--- config.mk ---
export PLATFORM = sky130hd
export DESIGN_NAME = bin_capture_scheduler_flat
export DESIGN_NICKNAME = d
export VERILOG_FILES = /design/src/rtl/bin_capture_scheduler_if.sv /design/src/rtl/bin_capture_scheduler.sv /design/src/flat_wrapper.sv
export SDC_FILE = /design/constraint.sdc
export NUM_CORES = 1
export LEC_CHECK = 0
export CORE_ASPECT_RATIO = 1.2
export CORE_MARGIN = 2
export CORE_UTILIZATION = 64
export DETAILED_ROUTE_END_ITERATION = 16
export HOLD_SLACK_MARGIN = 0.1
export MAX_ROUTING_LAYER = met4
export PLACE_DENSITY = 0.95
export SYNTH_ARGS = -nofsm -noshare
export SYNTH_HDL_FRONTEND = slang
export SYNTH_SLANG_ARGS = --single-unit
--- constraint.sdc ---
create_clock -name clk_i -period 6.4 [get_ports clk_i]
set_input_delay 1.28 -clock clk_i [delete_from_list [all_inputs] [get_ports clk_i]]
set_output_delay 1.28 -clock clk_i [all_outputs]
set_load 0.01 [all_outputs]
--- src/rtl/bin_capture_scheduler_if.sv ---
// Bundle of the FFT frame strobes, software configuration, capture qualifiers
// and dump handshake that run between bin_capture_scheduler and its neighbours.
interface bin_capture_scheduler_if #(
  parameter int BIN_W = 10,
  parameter int AVG_W = 4
);
  logic             fft_valid;
  logic             start;
  logic             stop;
  logic [BIN_W-1:0] cfg_start_bin;
  logic [BIN_W:0]   cfg_num_bins;
  logic [AVG_W-1:0] cfg_log2_avgs;
  logic             cap_en;
  logic [BIN_W-1:0] cap_bin_idx;
  logic             first_frame;
  logic             last_frame;
  logic             dump_valid;
  logic             dump_ready;
  logic             busy;
  logic             cfg_err;
  logic             overrun;

  modport master (
    output fft_valid, start, stop, cfg_start_bin, cfg_num_bins, cfg_log2_avgs, dump_ready,
    input  cap_en, cap_bin_idx, first_frame, last_frame, dump_valid, busy, cfg_err, overrun
  );

  modport slave (
    input  fft_valid, start, stop, cfg_start_bin, cfg_num_bins, cfg_log2_avgs, dump_ready,
    output cap_en, cap_bin_idx, first_frame, last_frame, dump_valid, busy, cfg_err, overrun
  );
endinterface

--- src/rtl/bin_capture_scheduler.sv ---
// Schedules a capture window over a contiguous bin range of each FFT frame and
// groups 2^log2_avgs frames into one average, ending each average with a dump request.
module bin_capture_scheduler #(
  parameter int FFT_LEN = 1024,
  parameter int BIN_W   = $clog2(FFT_LEN),
  parameter int AVG_W   = 4
) (
  input  logic                   clk_i,
  input  logic                   areset_n_i,
  bin_capture_scheduler_if.slave bus_if
);
  localparam int FW = (1 << AVG_W) - 1;
  localparam logic [BIN_W-1:0] BIN_LAST = BIN_W'(FFT_LEN - 1);

  typedef enum logic [2:0] {IDLE, ARMED, CAPTURE, WAIT_FRAME, DUMP} state_e;

  state_e           state_q, state_d;
  logic [BIN_W-1:0] bin_cnt_q, cur_bin;
  logic [FW-1:0]    frm_q, frm_d, frm_eff, frm_max;
  logic [BIN_W-1:0] start_bin_q, start_bin_d;
  logic [BIN_W:0]   num_q, num_d, win_last;
  logic [AVG_W-1:0] log2_q, log2_d;
  logic             stop_q, stop_d;
  logic             overrun_q, overrun_d;
  logic             cap_en_q, cap_en_d;
  logic [BIN_W-1:0] idx_q, idx_d;
  logic             first_q, first_d;
  logic             last_q, last_d;
  logic             dump_valid_q, busy_q;
  logic             cfg_err_q, cfg_err_d;
  logic             cfg_bad, new_frame, capture;

  // Index of the sample presented this cycle; fft_valid marks bin 0.
  assign cur_bin  = bus_if.fft_valid ? '0 :
                    (bin_cnt_q == BIN_LAST) ? BIN_LAST : bin_cnt_q + BIN_W'(1);
  assign win_last = {1'b0, start_bin_q} + num_q - (BIN_W+1)'(1);
  assign frm_max  = (FW'(1) << log2_q) - FW'(1);
  assign cfg_bad  = (bus_if.cfg_num_bins == '0) ||
                    (({1'b0, bus_if.cfg_num_bins} + {2'b0, bus_if.cfg_start_bin}) > (BIN_W+2)'(FFT_LEN));

  always_comb begin
    state_d     = state_q;
    frm_d       = frm_q;
    frm_eff     = frm_q;
    stop_d      = stop_q;
    overrun_d   = overrun_q;
    start_bin_d = start_bin_q;
    num_d       = num_q;
    log2_d      = log2_q;
    cfg_err_d   = 1'b0;
    cap_en_d    = 1'b0;
    idx_d       = '0;
    first_d     = 1'b0;
    last_d      = 1'b0;
    new_frame   = 1'b0;
    capture     = 1'b0;
    if (state_q != IDLE && bus_if.stop) stop_d = 1'b1;

    unique case (state_q)
      IDLE: begin
        if (bus_if.start) begin
          if (cfg_bad) begin
            cfg_err_d = 1'b1;
          end else begin
            start_bin_d = bus_if.cfg_start_bin;
            num_d       = bus_if.cfg_num_bins;
            log2_d      = bus_if.cfg_log2_avgs;
            overrun_d   = 1'b0;
            frm_d       = '0;
            stop_d      = bus_if.stop;
            state_d     = ARMED;
          end
        end
      end
      ARMED: begin
        if ((stop_q || bus_if.stop) && frm_q == '0) begin
          stop_d  = 1'b0;
          state_d = IDLE;
        end else if (bus_if.fft_valid) begin
          new_frame = 1'b1;
        end
      end
      WAIT_FRAME, CAPTURE: begin
        // A frame strobe before the window closed restarts the average from frame 0.
        if (bus_if.fft_valid) begin
          overrun_d = 1'b1;
          frm_eff   = '0;
          new_frame = 1'b1;
        end else if (state_q == CAPTURE || cur_bin == start_bin_q) begin
          capture = 1'b1;
        end
      end
      DUMP: begin
        if (bus_if.fft_valid) overrun_d = 1'b1;
        if (dump_valid_q && bus_if.dump_ready) begin
          frm_d = '0;
          if (stop_q || bus_if.stop) begin
            stop_d  = 1'b0;
            state_d = IDLE;
          end else begin
            state_d = ARMED;
          end
        end
      end
      default: state_d = IDLE;
    endcase

    if (new_frame) begin
      frm_d = frm_eff;
      if (start_bin_q == '0) capture = 1'b1;
      else                   state_d = WAIT_FRAME;
    end

    if (capture) begin
      cap_en_d = 1'b1;
      idx_d    = cur_bin - start_bin_q;
      first_d  = (frm_eff == '0);
      last_d   = (frm_eff == frm_max);
      if ({1'b0, cur_bin} == win_last) begin
        if (last_d) begin
          state_d = DUMP;
        end else begin
          frm_d   = frm_eff + FW'(1);
          state_d = ARMED;
        end
      end else begin
        state_d = CAPTURE;
      end
    end
  end

  always_ff @(posedge clk_i or negedge areset_n_i) begin
    if (!areset_n_i) begin
      state_q      <= IDLE;
      bin_cnt_q    <= '0;
      frm_q        <= '0;
      start_bin_q  <= '0;
      num_q        <= '0;
      log2_q       <= '0;
      stop_q       <= 1'b0;
      overrun_q    <= 1'b0;
      cap_en_q     <= 1'b0;
      idx_q        <= '0;
      first_q      <= 1'b0;
      last_q       <= 1'b0;
      dump_valid_q <= 1'b0;
      busy_q       <= 1'b0;
      cfg_err_q    <= 1'b0;
    end else begin
      state_q      <= state_d;
      bin_cnt_q    <= cur_bin;
      frm_q        <= frm_d;
      start_bin_q  <= start_bin_d;
      num_q        <= num_d;
      log2_q       <= log2_d;
      stop_q       <= stop_d;
      overrun_q    <= overrun_d;
      cap_en_q     <= cap_en_d;
      idx_q        <= idx_d;
      first_q      <= first_d;
      last_q       <= last_d;
      dump_valid_q <= (state_d == DUMP);
      busy_q       <= (state_d != IDLE);
      cfg_err_q    <= cfg_err_d;
    end
  end

  assign bus_if.cap_en      = cap_en_q;
  assign bus_if.cap_bin_idx = idx_q;
  assign bus_if.first_frame = first_q;
  assign bus_if.last_frame  = last_q;
  assign bus_if.dump_valid  = dump_valid_q;
  assign bus_if.busy        = busy_q;
  assign bus_if.cfg_err     = cfg_err_q;
  assign bus_if.overrun     = overrun_q;
endmodule

--- src/flat_wrapper.sv ---
// flat-port wrapper written by rule: the top's interface ports become plain ports
module bin_capture_scheduler_flat 
#(
  parameter int FFT_LEN = 1024,
  parameter int BIN_W   = $clog2(FFT_LEN),
  parameter int AVG_W   = 4
)
  (clk_i, areset_n_i, bus_if_fft_valid, bus_if_start, bus_if_stop, bus_if_cfg_start_bin, bus_if_cfg_num_bins, bus_if_cfg_log2_avgs, bus_if_dump_ready, bus_if_cap_en, bus_if_cap_bin_idx, bus_if_first_frame, bus_if_last_frame, bus_if_dump_valid, bus_if_busy, bus_if_cfg_err, bus_if_overrun);
  bin_capture_scheduler_if #(.BIN_W(BIN_W), .AVG_W(AVG_W)) bus_if_i ();
  input  logic clk_i;
  input  logic areset_n_i;
  input wire logic [$bits(bus_if_i.fft_valid)-1:0] bus_if_fft_valid;
  input wire logic [$bits(bus_if_i.start)-1:0] bus_if_start;
  input wire logic [$bits(bus_if_i.stop)-1:0] bus_if_stop;
  input wire logic [$bits(bus_if_i.cfg_start_bin)-1:0] bus_if_cfg_start_bin;
  input wire logic [$bits(bus_if_i.cfg_num_bins)-1:0] bus_if_cfg_num_bins;
  input wire logic [$bits(bus_if_i.cfg_log2_avgs)-1:0] bus_if_cfg_log2_avgs;
  input wire logic [$bits(bus_if_i.dump_ready)-1:0] bus_if_dump_ready;
  output wire logic [$bits(bus_if_i.cap_en)-1:0] bus_if_cap_en;
  output wire logic [$bits(bus_if_i.cap_bin_idx)-1:0] bus_if_cap_bin_idx;
  output wire logic [$bits(bus_if_i.first_frame)-1:0] bus_if_first_frame;
  output wire logic [$bits(bus_if_i.last_frame)-1:0] bus_if_last_frame;
  output wire logic [$bits(bus_if_i.dump_valid)-1:0] bus_if_dump_valid;
  output wire logic [$bits(bus_if_i.busy)-1:0] bus_if_busy;
  output wire logic [$bits(bus_if_i.cfg_err)-1:0] bus_if_cfg_err;
  output wire logic [$bits(bus_if_i.overrun)-1:0] bus_if_overrun;
  assign bus_if_i.fft_valid = bus_if_fft_valid;
  assign bus_if_i.start = bus_if_start;
  assign bus_if_i.stop = bus_if_stop;
  assign bus_if_i.cfg_start_bin = bus_if_cfg_start_bin;
  assign bus_if_i.cfg_num_bins = bus_if_cfg_num_bins;
  assign bus_if_i.cfg_log2_avgs = bus_if_cfg_log2_avgs;
  assign bus_if_i.dump_ready = bus_if_dump_ready;
  assign bus_if_cap_en = bus_if_i.cap_en;
  assign bus_if_cap_bin_idx = bus_if_i.cap_bin_idx;
  assign bus_if_first_frame = bus_if_i.first_frame;
  assign bus_if_last_frame = bus_if_i.last_frame;
  assign bus_if_dump_valid = bus_if_i.dump_valid;
  assign bus_if_busy = bus_if_i.busy;
  assign bus_if_cfg_err = bus_if_i.cfg_err;
  assign bus_if_overrun = bus_if_i.overrun;
  bin_capture_scheduler #(.FFT_LEN(FFT_LEN), .BIN_W(BIN_W), .AVG_W(AVG_W)) u_core (.clk_i(clk_i), .areset_n_i(areset_n_i), .bus_if(bus_if_i));
endmodule
After elaboration in Yosys (flattened, before gate mapping):

Cells that the tools add are included.
Widths: inputs -> output; s select.

* register bits: 71
* output and inout port bits: 17
* logic and storage cells: 104
* bits of input ports: 31

* equality and inequality tests: 12
* bitwise logic cells: 1
* $add $sub $neg: 7
* shift-type cells: 1
* order comparisons: 1
* muxes and demuxes: 49
* reduce and logical (&&, ||, !) cells: 18

Operators with widths (number)
* $mux 15: 9
* $logic_not 15->1: 2
* $mux 10: 3
* $pmux 15 s2: 1
* $mux 3: 9
* $mux 1: 23
* $add 15x1->15 const B: 1
* $eq 15x15->1: 1
* $shl 1x4->15 const A: 1
* $sub 15x2->15 const B: 1
* $add 11x10->12: 1
* $gt 12x11->1 const B: 1
* $pmux 3 s4: 1
* $add 10x11->11: 1
* $eq 10x11->1: 1
* $logic_not 11->1: 1
* $sub 11x1->11 const B: 1
* $add 10x1->10 const B: 1
* $eq 10x10->1: 1
* $eq 10x10->1 const B: 1
* $logic_not 10->1: 1
* $sub 10x10->10: 1
* $eq 3x2->1 const B: 2
* $eq 3x3->1 const B: 2
* 15 further kinds: 22

Depth between registers and ports, before layout:

* depth in word-level cells: 12
* mapped depth: 17

Worst setup path before layout:

Ideal clock, no wire load.

* kind: input port to flip-flop
* from: in bus_if_fft_valid
* to: reg u_core.frm_q[14]
* slack: 2.241 ns
* required time: 6.331 ns
* data arrival time: 4.091 ns
* cell stages on the path: 15
* cell sequence: buf_2 nand3b_1 clkbuf_1 clkbuf_1 nand2_1 inv_1 ha_1 nand3_1 nor4bb_1 and3_1 nand4_1 nor2_1 nand3_1 or4_1 nand3_1

* word-level cells in the longest chain between the ends: 9
* elaborated cells between the ends (all ways): 20

RTL lines
* start, declared: line flat_wrapper.sv:12 `input wire logic [$bits(bus_if_i.fft_valid)-1:0] bus_if_fft_valid;`
* branches (longest 8 deep; another with $add 15x1->15)
* $mux 15 (*): line bin_capture_scheduler.sv:114 `if (capture) begin`
* via u_core.frm_d[14]: line bin_capture_scheduler.sv:19 `logic [FW-1:0] frm_q, frm_d, frm_eff, frm_max;`
* end signal, assigned: line bin_capture_scheduler.sv:152 `frm_q <= frm_d;`
* end, declared: line bin_capture_scheduler.sv:19

Mark *: on every way through the listed nets, which the timed path passes.
A chain may end at the register's enable or synchronous reset.

Worst setup path in the final report:

* from: in bus_if_fft_valid
* to: reg u_core.frm_q[2]

* word-level cells in the longest chain between the ends: 9
* elaborated cells between the ends (all ways): 20

RTL lines
* $mux 10 (*): line bin_capture_scheduler.sv:34 `assign cur_bin = bus_if.fft_valid ? '0 :`
* via u_core.cur_bin[4]: line bin_capture_scheduler.sv:18 `logic [BIN_W-1:0] bin_cnt_q, cur_bin;`
* $eq 10x10->1: line bin_capture_scheduler.sv:89 `end else if (state_q == CAPTURE || cur_bin == start_bin_q) begin`
* $logic_or 1x1->1: line bin_capture_scheduler.sv:89
* $mux 1: line bin_capture_scheduler.sv:89
* $mux 1: line bin_capture_scheduler.sv:85 `if (bus_if.fft_valid) begin`
* $mux 1: line bin_capture_scheduler.sv:59 `unique case (state_q)`
* $mux 1: line bin_capture_scheduler.sv:110 `if (start_bin_q == '0) capture = 1'b1;`
* $mux 1: line bin_capture_scheduler.sv:108 `if (new_frame) begin`
* $mux 15 (*): line bin_capture_scheduler.sv:114
* via u_core.frm_d[2]: line bin_capture_scheduler.sv:19

The timed path passes the listed nets; every way through them passes the cells marked *.

==> impl_metrics.csv <==
group,metric,value,unit
clocking,cts.repair.resized,0,
sta,fmax,198,MHz
clocking,htree_levels,3,
global_route,grt_start_max_net_pins,72,
worst_setup_path,cpMostUsedCell,"nand4_1",
synthesis,synth_area_leaders,"dfrtp_1, ha_1, mux2_2",
global_route,overflow,0,
synthesis,synthArstFlopShare,100,%
sta,timing.slew.headroom,38.9,%
synthesis,synth-edff-count,0,
place,port_buffers,47,
sta,worst_slack,1350,ps
clocking,clock_sinks,71,
worst_setup_path,crit_required,6610,ps
detailed_routing,dr_total_vias,5193,
sta,layout_worst_path_cycle_share,78.9,%
synthesis,ys.flop_type,"dfrtp_1",
detailed_routing,wl_per_cell,17.9,um
finish,drive_above_1_share,9.85,%
pwr,p_switching,1.37,mW
floorplanning,num_rows,37,
place,dp_slack,1170,ps
pwr,power_frac_clock,13.6,%
status,status,"finished, final reports clean",
worst_setup_path,crit_chain,"clkdlybuf4s50_1 > nor2_1 > o31ai_1 > inv_1 > ha_1 > nand4_1 > nor3_1 > a2bb2oi_2 > and3b_1 > nand4_1 > nand2_1 > o21ai_0",
synthesis,yosysTopAreaCellShare,32.0,%
pwr,combPwrFrac,62.9,%
worst_setup_path,regToRegStartpoint,"u_core.log2_q[3]",
detailed_routing,ant_nets,0,
worst_setup_path,crit_end,"u_core.frm_q[2]",
place,finalWeightedCongestion,1.05,
worst_setup_path,crit_fanout,19,
run,drv_cap,0,
place,postPlaceCellArea,6100,um^2
worst_setup_path,r2r_end,"u_core.frm_q[2]",
finish,fin_cells,797,
worst_setup_path,crit_buf_inv,2,
detailed_routing,drt_iter0_drc,443,
finish,num_antenna_cells,0,
floorplanning,dieHeight,106,um
pwr,power_frac_seq,23.5,%
detailed_routing,drt_first_pass_iters,7,
synthesis,synth_commonest_cells,"dfrtp_1, inv_1, nor2_1",
sta,rsz0062_at_grt,"no",
finish,areaGrowthSynthToFinish,13.8,%
clocking,cts_tree,"yes",
global_route,grt_pass1_vias,5138,
global_route,grt_pass1_wl,23600,um
clocking,ctsRootBufferMaster,"clkbuf_8",
global_route,grt_usage,32.7,%
min_path,holdPathStages,1,
sta,slew_violations,0,
clocking,clk_pin_slew,70,ps
worst_setup_path,crit_cells,12,
worst_setup_path,startpoint,"bus_if_fft_valid",
worst_setup_path,crit_type,"input port to flip-flop",
sta,hold_viol_final,0,
pwr,p_int,1.64,mW
floorplanning,die_w,89.0,um
floorplanning,start_util,65.2,%
synthesis,synth_area_leader_cell,"dfrtp_1",
sta,holdWs,510,ps
synthesis,ys_seq_area_share,32.0,%
worst_setup_path,cp-start-kind,"input port",
global_route,antenna_found_initial,0,
clocking,cts_made_buffers,9,
synthesis,synth_most_common_cell,"dfrtp_1",
pwr,powerDensity,476,nW/um^2
pwr,total_leakage_power,2.82,nW
sta,clock_skew,18.4,ps
clocking,cts_hold_buffers,0,
finish,final_area,6320,um^2
place,dp_cells,781,
floorplanning,coreArea,8520,um^2
clocking,clk_latency,370,ps
worst_setup_path,arrival,5260,ps
synthesis,postSynthCellCount,633,
synthesis,syn-cell-area,5550,um^2
detailed_routing,via_per_inst,6.52,
synthesis,syn_nets,709,
sta,tightest_slew,914,ps
worst_setup_path,ff2ff_setup_slack,1820,ps
worst_setup_path,cpLargestDelayFamily,"simple AND/OR/NAND/NOR gates",
synthesis,syn-mean-instance-area,8.77,um^2
worst_setup_path,cp_slowest_stage_delay,1070,ps
pwr,p_sw_share,45.4,%
sta,setup_tns,0,ps
sta,finalSetupViolCount,0,
synthesis,synth-seq-cells,71,
finish,final_util,74.2,%
synthesis,ys_warn_count,0,
pwr,report.power.total,3.01,mW
finish,final_nets,751,
floorplanning,die_area,9440,um^2
worst_setup_path,r2r_cells,11,
sta,fin_crit,5050,ps
pwr,ir_drop,0.258,mV
min_path,hold_class,"flip-flop to flip-flop",
clocking,postCtsSetupBuffers,0,
floorplanning,io_pins,48,
place,hpwl,10600,um
detailed_routing,route.detailed.drc,0,
worst_setup_path,slowest_stage,"clkdlybuf4s50_1",
worst_setup_path,end_kind,"flip-flop",
clocking,cts_buffer_depth,2,
synthesis,synth.distinct_cells,72,
detailed_routing,drt-total-wl,14300,um
[power by group through the flow]
stage                     Combinational [mW]  Clock, mW  Sequential, mW
final                                   1.89      0.410           0.706
after global routing                    2.06      0.430           0.723
after CTS                               1.85      0.409           0.703
after detailed placement                1.82          0           0.706
after global placement                  1.76          0           0.696
after floorplan                         1.40          0           0.661
[cell families after synthesis]
| group | Yosys count | synth area share [%] |
|---|---|---|
| multiplexers | 26 | 5.21 |
| flip-flops | 71 | 32.0 |
| buffers and inverters | 75 | 5.48 |
| XOR/XNOR | 38 | 6.24 |
| adder cells (fa/ha/maj) | 45 | 10.5 |
| AND/OR/NAND/NOR | 234 | 23.3 |
| AO/OA/AOI/OAI | 144 | 17.2 |
[placed cells by master, fill, tap and decap left out, types with 7 or more instances in the layout]
cell type,count
clkbuf_8,10
a21oi_1,27
o211ai_1,9
dfrtp_1,71
o21ai_1,8
clkdlybuf4s50_1,46
nor2_1,47
a31oi_1,9
nor3_1,17
and3_1,8
or2_2,9
a21o_1,17
xnor2_1,29
xor2_1,8
nor2b_1,14
mux2_2,23
o21ai_0,32
ha_1,42
nand2_1,39
nor4_1,10
inv_1,55
and2_1,7
nand3_1,21
nand2b_1,8
nand4_1,13
[state kept, by name (all words and copies together), names as in the netlist, 3 cells and up]
register / count
u_core.log2_q: 4
u_core.state_q: 3
u_core.bus_if.cap_bin_idx: 10
u_core.num_q: 11
u_core.start_bin_q: 10
u_core.bin_cnt_q: 10
u_core.frm_q: 15
[cell type report]
| type | instances | area [um^2] |
|---|---|---|
| clock buffer | 11 | 141 |
| tap | 117 | 146 |
| fill | 638 | 2200 |
| clock inverter | 5 | 81.3 |
| inverter | 55 | 206 |
| multi-input combinational | 487 | 3470 |
| timing repair buffer | 51 | 495 |
| sequential | 71 | 1780 |
[per-layer routing]
metal  wire, um  global-route usage (%)  share of wire (%)
met1       5380                    38.1                 38
met2       7330                    54.7                 51
met3        950                    5.82                6.6
met4        632                    14.1                4.4
met5          0                       -                  0
[worst min-delay path by stage]
stage / from / endpoint / slack, ps
floorplan: u_core.num_q[1] / u_core.num_q[1] / 450
global placement: u_core.num_q[1] / u_core.num_q[1] / 470
detailed placement: u_core.num_q[5] / u_core.num_q[5] / 500
CTS: u_core.num_q[5] / u_core.num_q[5] / 510
global route: u_core.num_q[8] / u_core.num_q[8] / 530
finish: u_core.num_q[5] / u_core.num_q[5] / 510
Power figures use the tool's default switching activity.
